**src/rtl/pipe_pkg.sv**
```systemverilog
// ============================================================================
// Module : pipe_pkg
// Brief  : Shared state encoding and width constants for pipeline stages.
// Rev    : 1.0  initial release
// ============================================================================
`default_nettype none

package pipe_pkg;

    typedef enum logic [1:0] {
        EMPTY   = 2'd0,
        FULL    = 2'd1,
        SKIDDED = 2'd2
    } pipe_state_e;

    localparam int OCC_W    = 2;

    // Typical payload widths for the classic five-stage boundaries
    localparam int IF_ID_W  = 64;
    localparam int ID_EX_W  = 128;
    localparam int EX_MEM_W = 96;
    localparam int MEM_WB_W = 80;

endpackage

`default_nettype wire

```
**src/rtl/pipe_data_reg.sv**
```systemverilog
// ============================================================================
// Module : pipe_data_reg
// Brief  : Payload register with async reset, sync clear and load enable.
// Rev    : 1.0  initial release
// ============================================================================
`default_nettype none

module pipe_data_reg #(
    parameter int                DATA_W = 64,
    parameter logic [DATA_W-1:0] BUBBLE = {DATA_W{1'b0}}
) (
    input  logic              clk,
    input  logic              rst,
    input  logic              clear,
    input  logic              load,
    input  logic [DATA_W-1:0] d,
    output logic [DATA_W-1:0] q
);

    // Clear outranks load so a flush always leaves the bubble behind
    always_ff @(posedge clk or posedge rst) begin
        if (rst) begin
            q <= BUBBLE;
        end else if (clear) begin
            q <= BUBBLE;
        end else if (load) begin
            q <= d;
        end
    end

endmodule

`default_nettype wire

```
**src/rtl/pipe_stage_reg.sv**
```systemverilog
// ============================================================================
// Module : pipe_stage_reg
// Brief  : Elastic pipeline-stage register with optional two-entry skid.
// Rev    : 1.0  initial release
// ============================================================================
`default_nettype none

module pipe_stage_reg
    import pipe_pkg::*;
#(
    parameter int                DATA_W = 64,
    parameter int                SKID   = 1,
    parameter logic [DATA_W-1:0] BUBBLE = {DATA_W{1'b0}}
) (
    input  logic              clk,
    input  logic              rst,
    input  logic              freeze,
    input  logic              flush,
    input  logic              in_valid,
    input  logic [DATA_W-1:0] in_data,
    output logic              in_ready,
    output logic              out_valid,
    output logic [DATA_W-1:0] out_data,
    input  logic              out_ready,
    output logic [OCC_W-1:0]  occupancy
);

    pipe_state_e       r_state;
    logic              w_out_valid;
    logic              w_skid_valid;
    logic              w_in_fire;
    logic              w_out_fire;
    logic              w_normal;
    logic              w_main_load;
    logic              w_main_clear;
    logic [DATA_W-1:0] w_main_d;
    logic [DATA_W-1:0] w_skid_data;

    assign w_out_valid  = (r_state != EMPTY);
    assign w_skid_valid = (r_state == SKIDDED);
    assign w_in_fire    = in_valid & in_ready;
    assign w_out_fire   = w_out_valid & out_ready & ~freeze;
    assign w_normal     = ~flush & ~freeze;

    assign out_valid = w_out_valid;
    assign occupancy = {w_skid_valid & w_out_valid, w_out_valid ^ w_skid_valid};

    always_ff @(posedge clk or posedge rst) begin
        if (rst) begin
            r_state <= EMPTY;
        end else if (flush) begin
            r_state <= EMPTY;
        end else if (!freeze) begin
            case (r_state)
                EMPTY:   if (w_in_fire) r_state <= FULL;
                FULL: begin
                    if (w_out_fire && !w_in_fire) begin
                        r_state <= EMPTY;
                    end else if (w_in_fire && !w_out_fire && (SKID != 0)) begin
                        r_state <= SKIDDED;
                    end
                end
                SKIDDED: if (w_out_fire) r_state <= FULL;
                default: r_state <= EMPTY;
            endcase
        end
    end

    assign w_main_load  = w_normal & (((r_state == EMPTY) & w_in_fire) |
                                      ((r_state == FULL) & w_in_fire & w_out_fire) |
                                      ((r_state == SKIDDED) & w_out_fire));
    assign w_main_clear = flush | (w_normal & (r_state == FULL) & w_out_fire & ~w_in_fire);
    assign w_main_d     = (r_state == SKIDDED) ? w_skid_data : in_data;

    pipe_data_reg #(
        .DATA_W (DATA_W),
        .BUBBLE (BUBBLE)
    ) u_main (
        .clk   (clk),
        .rst   (rst),
        .clear (w_main_clear),
        .load  (w_main_load),
        .d     (w_main_d),
        .q     (out_data)
    );

    generate
        if (SKID != 0) begin : g_skid
            logic w_skid_load;
            logic w_skid_clear;

            // Registered ready: only the skid slot's occupancy gates intake
            assign in_ready     = ~freeze & ~w_skid_valid;
            assign w_skid_load  = w_normal & (r_state == FULL) & w_in_fire & ~w_out_fire;
            assign w_skid_clear = flush | (w_normal & (r_state == SKIDDED) & w_out_fire);

            pipe_data_reg #(
                .DATA_W (DATA_W),
                .BUBBLE (BUBBLE)
            ) u_skid (
                .clk   (clk),
                .rst   (rst),
                .clear (w_skid_clear),
                .load  (w_skid_load),
                .d     (in_data),
                .q     (w_skid_data)
            );
        end else begin : g_no_skid
            assign in_ready    = ~freeze & (~w_out_valid | out_ready);
            assign w_skid_data = BUBBLE;
        end
    endgenerate

endmodule

`default_nettype wire

```
**config.mk**
```make
export PLATFORM = sky130hd
export DESIGN_NAME = pipe_stage_reg
export DESIGN_NICKNAME = d
export VERILOG_FILES = /design/src/rtl/pipe_pkg.sv /design/src/rtl/pipe_data_reg.sv /design/src/rtl/pipe_stage_reg.sv
export SDC_FILE = /design/constraint.sdc
export NUM_CORES = 1
export LEC_CHECK = 0
export ABC_AREA = 1
export CAP_MARGIN = 20
export CORE_MARGIN = 1
export CORE_UTILIZATION = 47
export CTS_CLUSTER_SIZE = 24
export DETAILED_ROUTE_END_ITERATION = 16
export PLACE_DENSITY = 0.75
export SETUP_SLACK_MARGIN = 0.15
export SLEW_MARGIN = 20
export SYNTH_ARGS = -nofsm -noshare
export SYNTH_HDL_FRONTEND = slang
export SYNTH_SLANG_ARGS = --single-unit
```
**constraint.sdc**
```tcl
create_clock -name clk -period 5.6 [get_ports clk]
set_input_delay 1.68 -clock clk [delete_from_list [all_inputs] [get_ports clk]]
set_output_delay 1.68 -clock clk [all_outputs]
set_load 0.01 [all_outputs]
```
==> summary.txt <==
Status
  • Status: complete, no violations

Finish
  • Commonest non-fill, non-tap cell in the layout: nand2_1
  • Commonest non-fill, non-tap cells in the layout: nand2_1, clkdlybuf4s50_1, dfrtp_1, o21ai_0
  • Share of post-route cells with drive strength above 1: under 10%
  • Fin nets: 919
  • ANT cells: 0
  • Area grow syn2layout: 31.0%

Setup path
  • R2r startpoint: r_state[1]$_DFFE_PP0P_
  • Reg2Reg Setup Slack: roughly 2800 ps
  • Reg2reg path depth: 7
  • Worst Path Max Fanout: 4
  • R2R Path End: u_main.q[12]$_DFFE_PP0P_
  • Critical Path RT: 3920 ps
  • Crit path to: in_ready
  • CP Launch Type: input pin
  • Crit Path Category: input pin to primary output
  • Crit path from: freeze
  • WP data arrival: around 2800 ps
  • Crit end category: primary output

Logic synthesis
  • Yosys warns: 0
  • Synthesized cell area: between 0.006 and 0.007 mm2
  • Post-synthesis sequential area ratio: 53.0%
  • Syn avg cell area: approximately 8.2 um2
  • Synth cell types: 22
  • Post-synthesis register bit count: 130
  • Mapped Cells: 745
  • Syn_nets: between 800 and 900

Placed design
  • HPWL after DPL: 9350 um
  • I/O Buffers: 137
  • Routability congestion estimate: 0.892

Power
  • Power Density: 300 mW/mm2
  • Total power: 2410 uW
  • Worst IR Drop VDD: 0.170 mV
  • Lkg Pwr: 0.00376 uW

Drt
  • Wire length per cell: 15.3 um
  • Drt drc: 0
  • Vias post-DR: 5504
  • Vias per Instance: 5.33
  • Final ANT Viol Nets: 0
  • Drt pass-1 iters: 5
  • DRT iter0 DRCs: 495
  • Total wire length: between 15000 and 20000 um

Timing
  • Max Fclk: 221 MHz
  • Fin crit share: around four fifths
  • Min Tclk post-route: 4520 ps
  • Final hold violation count: 0
  • Worst-margin pin slew: 911 ps
  • Final setup fails: 0
  • RSZ-0062 raised after global routing: no
  • Clock Skew: 7.40 ps
  • Slew Limit Fails: 0
  • Relative max-transition margin: 39.2%
  • Setup_tns: 0 ps

Die
  • Initial Utilization: 48.4%
  • Num rows: 41
  • Chip Height: between 100 and 150 um
  • Overall die width: 116 um
  • Core area: 0.0127 mm2
  • Die Area: 0.0135 mm2
  • # IOs: 138

CTS
  • Clk root buf: clkbuf_16
  • Setup Buffers After CTS: 0
  • Clock Sink Count: 130
  • CTS Hold Buffers Added: 0
  • CTS clk-pin slew, worst paths: 50 ps
  • CTS tree: yes
  • CTS Buf Count: 17
  • Clock Tree Buf Depth: 2
  • Worst-skew pair later-pin latency: about 410 ps
  • CTS H-tree lvls: 4
  • Resized Gates After CTS: 0

Global route
  • First-pass GRT wire length: 25800 um
  • Gr usage total: between 20% and 30%
  • Largest net degree at the start of global routing: 131
  • Initial antenna violation count: 0
  • Vias in the first global route: 5418
  • GRT Residual Overflow: 0

Min path
  • Hold/Removal Path Class: flip-flop to flip-flop

Run
  • Max Cap Viol: 0
-- cell usage after synthesis, drive strengths merged --
cell type / count / area [um2]
buf: 43 / 269
a31oi: 1 / 6.26
ha: 1 / 12.5
a21oi: 4 / 20.0
nand2: 207 / 785
dfrtp: 130 / 3250
nand3: 70 / 375
inv: 73 / 274
nor3: 1 / 10.0
nand4: 62 / 388
o21ai: 129 / 649
clkbuf: 17 / 63.8
nor2: 7 / 31.3
-- registers in the layout, indices dropped and copies added (netlist names) --
register	cells
g_skid.u_skid.q	64
u_main.q	64
r_state	2
-- routing by layer --
layer	routed length (um)	GRT usage [%]
met5	0	0
met4	278	10.0
met3	848	5.40
met2	7950	43.1
met1	6660	29.9
-- worst max-delay path: stages --
cell and delay (ps):
clkdlybuf4s50_1 490, nor2_1 130, clkdlybuf4s50_1 540
-- where the power goes --
part           internal [uW]  total (uW)  switching, uW  leakage, uW
logic                    153         368            215      0.00168
registers                984        1010           24.8      0.00180
clock network            663        1030            369     0.000280
-- cell families (layout without fill, tap and decap cells) --
kind of cell,Yosys count,after routing,share of synthesized area [%]
AO/OA/AOI/OAI,134,134,11.0
adder cells (fa/ha/maj),1,1,0.204
buffers and inverters,133,248,9.89
flip-flops,130,130,53.0
AND/OR/NAND/NOR,347,347,25.9
-- cell type report --
type	instances	area [um2]
fill	1127	4630
sequential	130	3250
multi-input combinational	482	2300
timing repair buffer	144	1440
clock buffer	26	509
inverter	73	278
tap	172	215
clock inverter	5	50.0
-- through the flow --
step,utilization (%),setup WS (ps),area [um2],instances,hold slack (ps)
2_1_floorplan,-,451,6140,745,483
3_3_place_gp,59.0,1080,7480,1001,495
3_5_place_dp,59.0,1070,7480,1001,501
4_1_cts,63.4,1070,8040,1032,515
5_1_grt,63.5,1020,8040,1032,525
6_report,63.5,1080,8040,1032,509
-- worst min-delay path by stage --
| stage | from | to | slack, ps | cells after the start |
|---|---|---|---|---|
| 2_1_floorplan | g_skid.u_skid.q[0]$_DFFE_PP0P_ | g_skid.u_skid.q[0]$_DFFE_PP0P_ | 480 | 2 |
| 3_3_place_gp | g_skid.u_skid.q[57]$_DFFE_PP0P_ | g_skid.u_skid.q[57]$_DFFE_PP0P_ | 490 | 2 |
| 3_5_place_dp | g_skid.u_skid.q[50]$_DFFE_PP0P_ | g_skid.u_skid.q[50]$_DFFE_PP0P_ | 500 | 2 |
| 4_1_cts | g_skid.u_skid.q[19]$_DFFE_PP0P_ | g_skid.u_skid.q[19]$_DFFE_PP0P_ | 510 | 2 |
| 5_1_grt | g_skid.u_skid.q[19]$_DFFE_PP0P_ | g_skid.u_skid.q[19]$_DFFE_PP0P_ | 520 | 2 |
| 6_report | u_main.q[14]$_DFFE_PP0P_ | u_main.q[14]$_DFFE_PP0P_ | 510 | 2 |
Power figures use the tool's default switching activity.
==> RTL edit, RTL diff (config.mk and constraints unchanged) <==
Re-encode `pipe_state_e` (3 states) as one-hot, 3 bits wide.
--- a/src/rtl/pipe_pkg.sv
+++ b/src/rtl/pipe_pkg.sv
@@ -8,8 +8,8 @@
 package pipe_pkg;
 
-    typedef enum logic [1:0] {
-        EMPTY   = 2'd0,
-        FULL    = 2'd1,
-        SKIDDED = 2'd2
+    typedef enum logic [2:0] {
+        EMPTY   = 3'b001,
+        FULL    = 3'b010,
+        SKIDDED = 3'b100
     } pipe_state_e;
 
Check against the original RTL: same outputs for any inputs over 4 cycles, from zero or initial values and one cycle with rst high; so few cycles prove little.
==> RTL edit against the original RTL <==
Worst setup slack lost 0.065 ns. Final area rose by 7.2%. Clock power about the same. Non-clock buffer count is 6 higher. Synthesized area rose by 8.4%. Total power is 11% higher. Sequential cell count grew 1. Routed wire length increased by 5.6%. Synthesized cell count up 18%. Highest routed layer unchanged.
==> RTL edit: results <==
{
  "slowest_stage": "clkdlybuf4s50_1",
  "synth_seq_area_share_pct": 49.29,
  "status": "complete, no violations",
  "synth_area_leaders": "dfrtp_1, nand2_1, inv_1, nand4_1, o22ai_1",
  "wl_per_cell_um": 14.06,
  "grtUsageTotal_pct": 24.29,
  "gp_congestion": 0.8499,
  "synth_xor_area_share_pct": 0,
  "drive_above_1_share_pct": 5.988,
  "ys_types": 21,
  "synth_adder_area_share_pct": 0,
  "cp_max_fo": 4,
  "grt_first_pass_wirelength_mm": 27.59,
  "cts_root_buf": "clkbuf_16",
  "drt_iter0_drc": 453,
  "peakVddDrop_mv": 0.1982,
  "grt_pass1_vias": 5746,
  "synth_commonest_cells": "nand2_1, inv_1, dfrtp_1",
  "cts_setup_buffers": 0,
  "holdCritPathClass": "reg2reg",
  "cp_data_arrival_time_ns": 2.91,
  "fin_nets": 1060,
  "cts_resized": 0,
  "dp_hpwl_mm": 9.818,
  "leakage_nw": 4.538,
  "clkLatencyLatePin_ns": 0.42,
  "synth_compound_area_share_pct": 11.09,
  "cts_max_level": 4,
  "routed_via_density": 5.043,
  "top_regs": "g_skid.u_skid.q x64, u_main.q x64, r_state x3",
  "synth_nets": 951,
  "critPathMaxStageDelay_ns": 0.56,
  "tightest_slew_ns": 0.8786,
  "n_fill_cell": 1228,
  "grt_max_degree": 129,
  "skew_ns": 0.009026
}
[RTL edit: cell types whose count changed in the layout (fill, tap and decap cells not counted), moves of 2 or more]
cell	change
nand2_2	+2
nand3_1	-60
o21ai_1	-60
o22ai_1	+64
o21ai_0	-3
buf_4	+7
nor2_1	+67
nand3_2	+3
clkbuf_8	+2
nand3_4	-2
nand2_1	-2
nand4_1	+3
inv_1	+128
a21oi_1	-3
[RTL edit: final cells by class]
class / count / area [um^2] / area share (%)
Clock buffer: 27 / 533.0 / 6.185
Clock inverter: 4 / 20.02 / 0.2323
Inverter: 201 / 759.5 / 8.812
Multi-Input combinational cell: 489 / 2328 / 27.02
Sequential cell: 131 / 3279 / 38.05
Tap cell: 180 / 225.2 / 2.613
Timing Repair Buffer: 150 / 1473 / 17.09
[RTL edit: worst max-delay path: cells and delay by family]
kind / cells / cell delay [ns]
buf+inv: 2 / 1.03
simple gates: 1 / 0.19
[RTL edit: power breakdown]
part	switching, mW	internal (mW)
combinational	0.311	0.265
clock	0.387	0.643
sequential	0.0514	1.03
total	0.750	1.94
[RTL edit: cell families (layout without fill, tap and decap cells)]
| logic type | after synthesis | count (layout) |
|---|---|---|
| simple gates | 358 | 358 |
| flops | 131 | 131 |
| compound gates | 131 | 131 |
| buf+inv | 261 | 382 |
[RTL edit: final timing paths]
kind,slack [ns],cells past startpoint,to,from
max,1.01,3,in_ready,freeze
min,0.50,2,r_state[0],r_state[0]
max reg2reg,3.18,9,u_main.q[30],r_state[0]
min reg2reg,0.50,2,r_state[0],r_state[0]
max in group asynchronous,2.96,3,g_skid.u_skid.q[37],rst
min in group asynchronous,1.83,2,u_main.q[21],rst
[RTL edit: layer usage]
layer	global-route usage (%)	wire length [um]
met5	0	0
met2	39.07	7954
met1	32.34	7553
met4	7.948	232
met3	5.592	880
[RTL edit: through the flow]
step / util, % / hold slack [ns] / cells / area [um^2] / worst slack, ns
floorplan: - / 0.4677 / 881 / 6654 / 0.4240
global placement: 58.30 / 0.4846 / 1151 / 8061 / 1.031
detailed placement: 58.30 / 0.4887 / 1151 / 8061 / 1.020
CTS: 62.30 / 0.4958 / 1182 / 8615 / 1.012
global route: 62.33 / 0.5084 / 1182 / 8618 / 0.9689
finish: 62.33 / 0.4975 / 1182 / 8618 / 1.011
